===== src/rtl/wb_port_arbiter.sv =====
// -----------------------------------------------------------------------------
// wb_port_arbiter
//
// Round-robin arbiter that shares NR_PORTS writeback/bypass ports between
// NR_REQ functional-unit result producers. Each cycle, the arbiter scans the
// requesters starting at the round-robin pointer. It grants up to NR_PORTS of
// them, and the j-th grant in scan order lands on port j. Granted payloads
// appear on registered port outputs one cycle later. A squash suppresses all
// grants, empties the ports on the next edge and clears the wait counters.
// A saturating wait counter per requester drives a registered starvation flag.
//
// Parameters
//   NR_REQ       number of result producers
//   NR_PORTS     number of writeback ports (1 <= NR_PORTS <= NR_REQ)
//   DATA_W       pc / result width (XLEN)
//   ID_W         instruction id width
//   STARVE_LIMIT wait-cycle threshold for starve_o
//
// Ports
//   clk, rstn        clock, asynchronous active-low reset
//   req_valid_i      per-requester result valid
//   req_ready_o      per-requester grant (combinational, gated by squash)
//   req_id_i/pc_i/data_i   per-requester payload
//   port_valid_o     per-port valid (registered)
//   port_id_o/pc_o/data_o  per-port payload (registered)
//   port_src_o       index of the requester that fed each port (registered)
//   squash_valid_i   pipeline squash
//   starve_o         per-requester starvation flag (registered)
// -----------------------------------------------------------------------------
module wb_port_arbiter #(
    parameter int NR_REQ       = 4,
    parameter int NR_PORTS     = 2,
    parameter int DATA_W       = 32,
    parameter int ID_W         = 8,
    parameter int STARVE_LIMIT = 8,
    localparam int SRC_W       = (NR_REQ > 1) ? $clog2(NR_REQ) : 1
) (
    input  logic                clk,
    input  logic                rstn,
    input  logic [NR_REQ-1:0]   req_valid_i,
    output logic [NR_REQ-1:0]   req_ready_o,
    input  logic [ID_W-1:0]     req_id_i   [NR_REQ],
    input  logic [DATA_W-1:0]   req_pc_i   [NR_REQ],
    input  logic [DATA_W-1:0]   req_data_i [NR_REQ],
    output logic [NR_PORTS-1:0] port_valid_o,
    output logic [ID_W-1:0]     port_id_o   [NR_PORTS],
    output logic [DATA_W-1:0]   port_pc_o   [NR_PORTS],
    output logic [DATA_W-1:0]   port_data_o [NR_PORTS],
    output logic [SRC_W-1:0]    port_src_o  [NR_PORTS],
    input  logic                squash_valid_i,
    output logic [NR_REQ-1:0]   starve_o
);

    localparam int CNT_W = $clog2(STARVE_LIMIT + 1);

    // Round-robin state and scan results
    logic [SRC_W-1:0]    rr_ptr_r;
    logic [SRC_W-1:0]    rr_ptr_nxt_s;
    logic [NR_REQ-1:0]   grant_s;
    logic [SRC_W-1:0]    last_s;
    logic [SRC_W-1:0]    sel_s [NR_PORTS];
    logic [NR_PORTS-1:0] use_s;
    logic                xfer_any_s;
    int                  scan_idx_s;
    int                  n_grant_s;

    // Port output registers
    logic [NR_PORTS-1:0] port_valid_r;
    logic [ID_W-1:0]     port_id_r   [NR_PORTS];
    logic [DATA_W-1:0]   port_pc_r   [NR_PORTS];
    logic [DATA_W-1:0]   port_data_r [NR_PORTS];
    logic [SRC_W-1:0]    port_src_r  [NR_PORTS];

    // Starvation tracking
    logic [CNT_W-1:0]    wait_cnt_r   [NR_REQ];
    logic [CNT_W-1:0]    wait_cnt_nxt_s [NR_REQ];
    logic [NR_REQ-1:0]   starve_r;
    logic [NR_REQ-1:0]   starve_nxt_s;

    // Rotating scan from rr_ptr: the first NR_PORTS valid requesters fill ports 0.. in order
    always_comb begin
        grant_s    = '0;
        use_s      = '0;
        last_s     = rr_ptr_r;
        n_grant_s  = 0;
        scan_idx_s = 0;
        for (int k = 0; k < NR_PORTS; k++) begin
            sel_s[k] = '0;
        end
        for (int j = 0; j < NR_REQ; j++) begin
            scan_idx_s = ((int'(rr_ptr_r) + j) >= NR_REQ) ? (int'(rr_ptr_r) + j - NR_REQ)
                                                          : (int'(rr_ptr_r) + j);
            if (req_valid_i[SRC_W'(scan_idx_s)] && (n_grant_s < NR_PORTS)) begin
                grant_s[SRC_W'(scan_idx_s)] = 1'b1;
                // constant-index fan-out keeps the port select free of runtime array indexing
                for (int k = 0; k < NR_PORTS; k++) begin
                    if (k == n_grant_s) begin
                        sel_s[k] = SRC_W'(scan_idx_s);
                        use_s[k] = 1'b1;
                    end else begin
                        sel_s[k] = sel_s[k];
                    end
                end
                last_s    = SRC_W'(scan_idx_s);
                n_grant_s = n_grant_s + 1;
            end else begin
                n_grant_s = n_grant_s;
            end
        end
    end

    // Handshake and pointer advance: squash blocks every grant and freezes the pointer
    always_comb begin
        req_ready_o  = grant_s & {NR_REQ{~squash_valid_i}};
        xfer_any_s   = (|grant_s) & ~squash_valid_i;
        rr_ptr_nxt_s = rr_ptr_r;
        if (xfer_any_s) begin
            if (last_s == SRC_W'(NR_REQ - 1)) begin
                rr_ptr_nxt_s = '0;
            end else begin
                rr_ptr_nxt_s = last_s + {{(SRC_W-1){1'b0}}, 1'b1};
            end
        end else begin
            rr_ptr_nxt_s = rr_ptr_r;
        end
    end

    // Wait counters: clear on squash, idle or transfer; otherwise saturate at the limit
    always_comb begin
        starve_nxt_s = '0;
        for (int i = 0; i < NR_REQ; i++) begin
            wait_cnt_nxt_s[i] = wait_cnt_r[i];
            if (squash_valid_i || !req_valid_i[i] || req_ready_o[i]) begin
                wait_cnt_nxt_s[i] = '0;
            end else if (wait_cnt_r[i] >= CNT_W'(STARVE_LIMIT)) begin
                wait_cnt_nxt_s[i] = CNT_W'(STARVE_LIMIT);
            end else begin
                wait_cnt_nxt_s[i] = wait_cnt_r[i] + {{(CNT_W-1){1'b0}}, 1'b1};
            end
            starve_nxt_s[i] = (wait_cnt_nxt_s[i] >= CNT_W'(STARVE_LIMIT));
        end
    end

    // Round-robin pointer register
    always_ff @(posedge clk or negedge rstn) begin
        if (!rstn) begin
            rr_ptr_r <= '0;
        end else begin
            rr_ptr_r <= rr_ptr_nxt_s;
        end
    end

    // Port registers: load granted payloads, drop valid on unused ports, hold stale payload
    always_ff @(posedge clk or negedge rstn) begin
        if (!rstn) begin
            port_valid_r <= '0;
            for (int k = 0; k < NR_PORTS; k++) begin
                port_id_r[k]   <= '0;
                port_pc_r[k]   <= '0;
                port_data_r[k] <= '0;
                port_src_r[k]  <= '0;
            end
        end else begin
            for (int k = 0; k < NR_PORTS; k++) begin
                if (squash_valid_i) begin
                    port_valid_r[k] <= 1'b0;
                end else if (use_s[k]) begin
                    port_valid_r[k] <= 1'b1;
                    port_id_r[k]    <= req_id_i[sel_s[k]];
                    port_pc_r[k]    <= req_pc_i[sel_s[k]];
                    port_data_r[k]  <= req_data_i[sel_s[k]];
                    port_src_r[k]   <= sel_s[k];
                end else begin
                    port_valid_r[k] <= 1'b0;
                end
            end
        end
    end

    // Wait counters and registered starvation flags
    always_ff @(posedge clk or negedge rstn) begin
        if (!rstn) begin
            starve_r <= '0;
            for (int i = 0; i < NR_REQ; i++) begin
                wait_cnt_r[i] <= '0;
            end
        end else begin
            starve_r <= starve_nxt_s;
            for (int i = 0; i < NR_REQ; i++) begin
                wait_cnt_r[i] <= wait_cnt_nxt_s[i];
            end
        end
    end

    assign port_valid_o = port_valid_r;
    assign port_id_o    = port_id_r;
    assign port_pc_o    = port_pc_r;
    assign port_data_o  = port_data_r;
    assign port_src_o   = port_src_r;
    assign starve_o     = starve_r;

endmodule


===== config.mk =====
export PLATFORM = sky130hd
export DESIGN_NAME = wb_port_arbiter
export DESIGN_NICKNAME = d
export VERILOG_FILES = /design/src/rtl/wb_port_arbiter.sv
export SDC_FILE = /design/constraint.sdc
export NUM_CORES = 1
export LEC_CHECK = 0
export ABC_AREA = 0
export BUFFER_PORTS_ARGS = -buffer_cell sky130_fd_sc_hd__buf_2
export CAP_MARGIN = 40
export CORE_AREA = 2 2 178 180
export CTS_BUF_LIST = sky130_fd_sc_hd__clkbuf_8 sky130_fd_sc_hd__clkbuf_16
export DETAILED_ROUTE_END_ITERATION = 10
export DIE_AREA = 0 0 180 182
export HOLD_SLACK_MARGIN = 0.1
export PLACE_DENSITY = 0.7
export SLEW_MARGIN = 30
export SYNTH_ARGS = -nofsm -noshare
export SYNTH_HDL_FRONTEND = slang
export SYNTH_SLANG_ARGS = --single-unit

===== constraint.sdc =====
create_clock -name clk -period 6.09 [get_ports clk]
set_input_delay 0.3045 -clock clk [delete_from_list [all_inputs] [get_ports clk]]
set_output_delay 0.3045 -clock clk [all_outputs]
set_load 0.01 [all_outputs]

==> results of run 1 <==
-- sequential cells by signal, summed over array words and instances, names as in the netlist --
name / flops
port_src_o: 4
rr_ptr_r: 2
port_pc_o: 64
starve_o: 4
port_valid_o: 2
wait_cnt_r: 16
port_data_o: 64
port_id_o: 16
-- logic make-up after synthesis --
| family | Yosys count |
|---|---|
| AOI/OAI and AO/OA | 197 |
| adders and majority gates | 23 |
| buffers and inverters | 114 |
| muxes | 304 |
| DFF | 172 |
| and+or+nand+nor | 219 |
| xor gates and xnor gates | 6 |
-- cells in the final DEF, fill, tap and decap left out, drive strengths merged, types with 19 or more instances in the layout --
cell type	instances
ha	22
mux2i	296
o221ai	144
nor2	25
nand2	160
inv	28
clkbuf	19
buf	479
dfrtp	172
-- worst paths after layout --
path / startpoint / endpoint / slack (ps) / cells after the start
setup reg to reg: rr_ptr_r[1]$_DFFE_PN0P_ / port_id_o[14]$_DFFE_PN0P_ / 940 / 14
hold reg to reg: port_src_o[1]$_DFFE_PN0P_ / port_src_o[1]$_DFFE_PN0P_ / 480 / 2
min in group asynchronous: rstn / port_data_o[1]$_DFFE_PN0P_ / 320 / 2
max in group asynchronous: rstn / port_pc_o[53]$_DFFE_PN0P_ / 4710 / 4
hold / removal: req_pc_i[107] / port_pc_o[43]$_DFFE_PN0P_ / 190 / 3
setup / recovery: rr_ptr_r[1]$_DFFE_PN0P_ / port_id_o[14]$_DFFE_PN0P_ / 940 / 14
-- power breakdown --
group | switching, mW | leakage (nW) | internal [mW] | total (mW)
clock network | 0.512 | 0.339 | 0.799 | 1.31
logic | 4.69 | 5.11 | 3.55 | 8.25
registers | 0.300 | 2.16 | 1.71 | 2.01
total | 5.51 | 7.60 | 6.06 | 11.6
-- layout make-up --
| cell class | count | area share [%] |
|---|---|---|
| antenna | 2 | 0.0338 |
| clock buffer | 19 | 3.06 |
| clock inverter | 13 | 1.60 |
| inverter | 25 | 0.643 |
| multi-input combinational | 749 | 44.4 |
| sequential | 172 | 29.1 |
| tap | 402 | 3.40 |
| timing repair buffer | 480 | 17.8 |
-- critical path: cells and delay by family, from the launching register on --
family	cells	cell delay, ps
AOI/OAI and AO/OA	1	150
adders and majority gates	3	1200
buffers and inverters	4	910
DFF	1	660
muxes	3	1220
and+or+nand+nor	3	700
-- what timing repair did --
action,4_1_cts,5_1_grt
hold buffers,1,0
setup buffers,0,0
endpoints found under the hold margin,33,0
gates resized for setup,0,0
-- metal layers --
layer	track usage, %	vias to the layer above	wire length (µm)
li1	-	4770	-
met1	28.9	5198	15600
met2	38.1	463	18500
met3	4.25	77	2650
met4	9.76	2	1230
met5	0	-	7
==> metrics.txt, run 1 <==
fraction of the cycle the final worst path needs=approximately 85%; final setup margin=937 ps; CTS Root Buffer Type=clkbuf_16; Period minus WS final=slightly above 5000 ps; overall power=11.6 mW; worst vdd ir=0.723 mV; Mean Syn Cell Area=11.1 µm²; Yosys reg bits=172; first-pass GRT wire length=roughly 60 mm; Core Region=0.0310 mm²; final std cells w/o fill=1,862; distinct cell type count after synthesis=65; worst-path maximum fanout=75; Multi-input gate area=~0.0066 mm²; DP HPWL=27.2 mm; Placement Cell Area=0.0141 mm²; CP endpoint kind=register; Pleak=7.60 nW; commonest cells in the netlist=mux2i_1 (296), dfrtp_1 (172), nand2_1 (160); row cnt=65; FF/Latch Area=roughly 0.0043 mm²; status=finished, final reports clean; Post-Synth XOR/XNOR Area=0.455%; total die area=0.0328 mm²; Ports=between 400 and 500; proportion of synthesized area in mux cells=26.8%; Routed wire per std cell=20.4 µm; post-route cell area=0.0148 mm²; Max Freq=0.194 GHz; Compound-Gate Fraction of Synth Area=18.6%; DR iter-0 viols=608; CTS tree=yes; RSZ-0062 raised after global routing=false; GPL Wtd Cong=0.897; share of cells above drive strength 1=around two fifths; most frequent cell after synthesis=mux2i_1; clk buf depth=2; CP max stage delay=660 ps; grt ovf=0; ys flop type=dfrtp_1; clk slew on worst S/H paths=around 80 ps; die width=~180 µm; PwrDens=782 mW/mm²; Max Cap Viol=0; combinational family with the most area after synthesis=multiplexers; setup TNS=0 ps; clk_lat worst skew=430 ps; Worst Path Required=6380 ps; main area contributors after synthesis=dfrtp_1 (37%), mux2i_1 (26%), o221ai_2 (9.2%), o221ai_1 (5.5%), nand2_1 (5.2%); Synth Area in Simple Gates=8.27%; Die Span Y=between 150 and 200 µm; post-place setup slack=1060 ps; Clock Skew=about 8.5 ps; DRC viols=0; Tightest Pin Transition=approximately 690 ps; WL final=between 30 and 40 mm; Starting Density=37.2%; Yosys top cell by area=dfrtp_1; crit path cell chain=inv_1 -> ha_1 -> mux4_2 -> ha_1 -> inv_1 -> and2_4 -> inv_1 -> fa_1 -> and2_1 -> nand4_1 -> mux2i_4 -> buf_12 -> mux2i_1 -> o221ai_1; PortBufs=452; sequential element share of the synthesized area=37.3%; Final Hold Fails=0; EDFF count, synth=0; Post-Synth Adder-Cell Area=2.56%; Nets=1,763; cell count after synthesis=1,035; Area growth, synth to finish=28.2%; Worst Setup Start Kind=register; critical path arrival=between 5000 and 6000 ps; final setup fails=0; DR vias/cell=5.64; HP Class=primary input to register; largest net degree at the start of global routing=76; total track usage=between 20% and 30%; htree depth=4; Hold Slack=between 150 and 200 ps; CTS Buf Count=17; number of fill cells=2,887; drt first pass iters=6; clk sinks=roughly 170; Max Slew Vio Count=0; most frequent CP cell=inv_1; Worst Setup Path Type=register to register; Final Core Density=47.7%; max_slew headroom=a little over half; Syn Nets=about 1,400; Post-DRT Antenna Nets=0; slowest CP cell=dfrtp_1; fraction of registers with async set/reset=100%; mapped cell area=0.0115 mm²; initial antenna violation count=3; dpl cells=between 1,500 and 2,000; top cell type's share of synthesized area=approximately 37%; DR vias=10,510; vias in the first global route=10,619; YS warnings=0
(Power assumes the default switching activity.)
==> run 2: changes to the inputs <==
Settings changed: ABC_AREA 0 to 1, CORE_AREA 2 2 178 180 to default, CORE_MARGIN from default to 2, CORE_UTILIZATION from default to 45, DIE_AREA 0 0 180 182 to default, PLACE_DENSITY 0.7 to 0.81.
Clock period 6.09 ns to 4.62 ns, I/O delays scaled along.
==> run 2 against run 1 <==
Non-clock buffer count grew 6. Sequential cell count is the same. Utilization grew 8.7 points.
==> metrics.txt, run 2 <==
largest net degree at the start of global routing=approximately 150; clk_lat worst skew=around 450 ps; post-CTS setup buffer count=0; cell count after synthesis=~2,300; met1 global-route usage=40.1%; distinct cell type count after synthesis=31; GR peak layer=met2; Worst Setup Start Kind=register; YS warnings=0; DR iter-0 viols=~1,800; clk slew on worst S/H paths=about 80 ps; CP endpoint kind=register; total die area=0.0317 mm²; Final Hold Fails=0; Max Cap Viol=0; Max Freq=0.240 GHz; grt ovf=0; status=finished, final reports clean; max_slew headroom=45.8%; RSZ-0062 raised after global routing=false; Ports=around 450; mapped cell area=around 0.014 mm²; die width=178 µm; row cnt=between 60 and 70; Nets=2,964; Die Span Y=178 µm; Hold Slack=155 ps; CTS tree=yes; slowest CP cell=dfrtp_2; top cell type's share of synthesized area=31.6%; Final Core Density=56.5%; Area growth, synth to finish=23.2%; DRC viols=0; Routed wire per std cell=17.1 µm; fraction of registers with async set/reset=100%; EDFF count, synth=0; CTS Buf Count=17; htree depth=4; most frequent cell after synthesis=nand2_1; vias in the first global route=15,927; grt met3 use=7.09%; fraction of the cycle the final worst path needs=~90%; GPL Wtd Cong=0.955; Syn Nets=2,615; Yosys top cell by area=dfrtp_1; Max Slew Vio Count=0; Post-DRT Antenna Nets=0; WL final=52.4 mm; Period minus WS final=4170 ps; internal reg-to-reg setup slack=450 ps; Reg2Reg Depth=20; share of cells above drive strength 1=roughly 20%; initial antenna violation count=9; CTS Root Buffer Type=clkbuf_16; crit path cell chain=inv_2 -> ha_1 -> inv_1 -> nand2_1 -> nand2_2 -> ha_1 -> inv_1 -> nand3_2 -> fa_1 -> nand3_2 -> nor2_2 -> nand2_1 -> nand2_4 -> nand2_4 -> buf_12 -> nand2_1 -> nand3_1 -> nand2_1 -> nand2_1 -> nand2_1; most frequent CP cell=nand2_1; sequential element share of the synthesized area=31.6%; ys flop type=dfrtp_1; worst-path maximum fanout=94; Tightest Pin Transition=814 ps; clk buf depth=2; total track usage=approximately a third; Yosys reg bits=about 170; PortBufs=452; Mean Syn Cell Area=between 5 and 6 µm²; HP Class=primary input to register; DR vias/cell=5.52; DP HPWL=34.8 mm; Hold Path Depth=5; Starting Density=between 40% and 50%; drt first pass iters=8; first-pass GRT wire length=81.1 mm; commonest non-fill, non-tap cell in the layout=nand2_1; final setup fails=0; clk sinks=172; setup TNS=0 ps; Worst Setup Path Type=register to register; critical path arrival=4510 ps; grt met2 use=52.1%; CP max stage delay=between 500 and 600 ps; Core Region=0.0297 mm²; most frequent cells in the layout=nand2_1 (927), nand3_1 (591), buf_2 (451); commonest cells in the netlist=nand2_1 (929), nand3_1 (592), inv_1 (332); DR vias=16,874; Worst Path Required=4950 ps; main area contributors after synthesis=dfrtp_1 (32%), nand2_1 (26%), nand3_1 (22%), inv_1 (9.2%), buf_2 (2.8%); Clock Skew=19.1 ps
==> run 2: worst max-delay path, delay by kind of cell (launching register included) <==
kind	cells	cell delay [ps]
simple gates	13	1610
fa+ha+maj	3	1110
buf+inv	4	710
flops	1	520
==> run 2: cell type report <==
type | count | area [µm²]
diodes | 9 | 22.5
well taps | 390 | 488
clock buffers | 18 | 439
inverters | 338 | 1270
multi-input cells | 1631 | 7310
flip-flops and latches | 172 | 4310
fillers | 2899 | 12900
repair buffers | 486 | 2760
clock inverters | 14 | 179
==> run 2: cells by family (layout without fill, tap and decap cells) <==
| kind of cell | Yosys count | after routing | share of synthesized area (%) |
|---|---|---|---|
| AOI/OAI and AO/OA | 28 | 28 | 1.13 |
| xor gates and xnor gates | 5 | 5 | 0.322 |
| adders and majority gates | 23 | 23 | 2.17 |
| buffers and inverters | 494 | 856 | 15.3 |
| DFF | 172 | 172 | 31.6 |
| other | 0 | 9 | 0 |
| and+or+nand+nor | 1575 | 1575 | 49.5 |
==> run 2: final timing paths <==
path                                        startpoint                           to
setup reg to reg               rr_ptr_r[1]$_DFFE_PN0P_  port_data_o[26]$_DFFE_PN0P_
hold / removal                            req_pc_i[30]    port_pc_o[30]$_DFFE_PN0P_
setup / recovery               rr_ptr_r[1]$_DFFE_PN0P_  port_data_o[26]$_DFFE_PN0P_
hold reg to reg            port_data_o[60]$_DFFE_PN0P_  port_data_o[60]$_DFFE_PN0P_
min in group asynchronous                         rstn  port_data_o[23]$_DFFE_PN0P_
max in group asynchronous                         rstn    port_pc_o[61]$_DFFE_PN0P_
==> run 2: timing repair <==
item,in CTS,in global routing
hold buffers,3,0
hold endpoints to repair,81,0
resized for setup,0,1
endpoints found under the setup margin,0,18
==> run 2: stage by stage <==
step	cells	cell area [µm²]	worst slack, ps
final	3058	16800	446
after global placement	3013	16100	530
after floorplan	2297	13600	1020
after CTS	3048	16700	351
after global routing	3056	16800	125
after detailed placement	3013	16100	389
==> run 2: layer usage <==
layer  vias up  wire length, µm  share of wire (%)
li1       7790                -                  -
met1      7609            19600                 37
met2      1250            23900                 46
met3       221             6290                 12
met4         4             2620                5.0
met5         -               28              0.053
Power of run 2 is left out: the tool's default activity adds up to more than one toggle a clock period on the data nets, which glitch-free logic cannot reach.
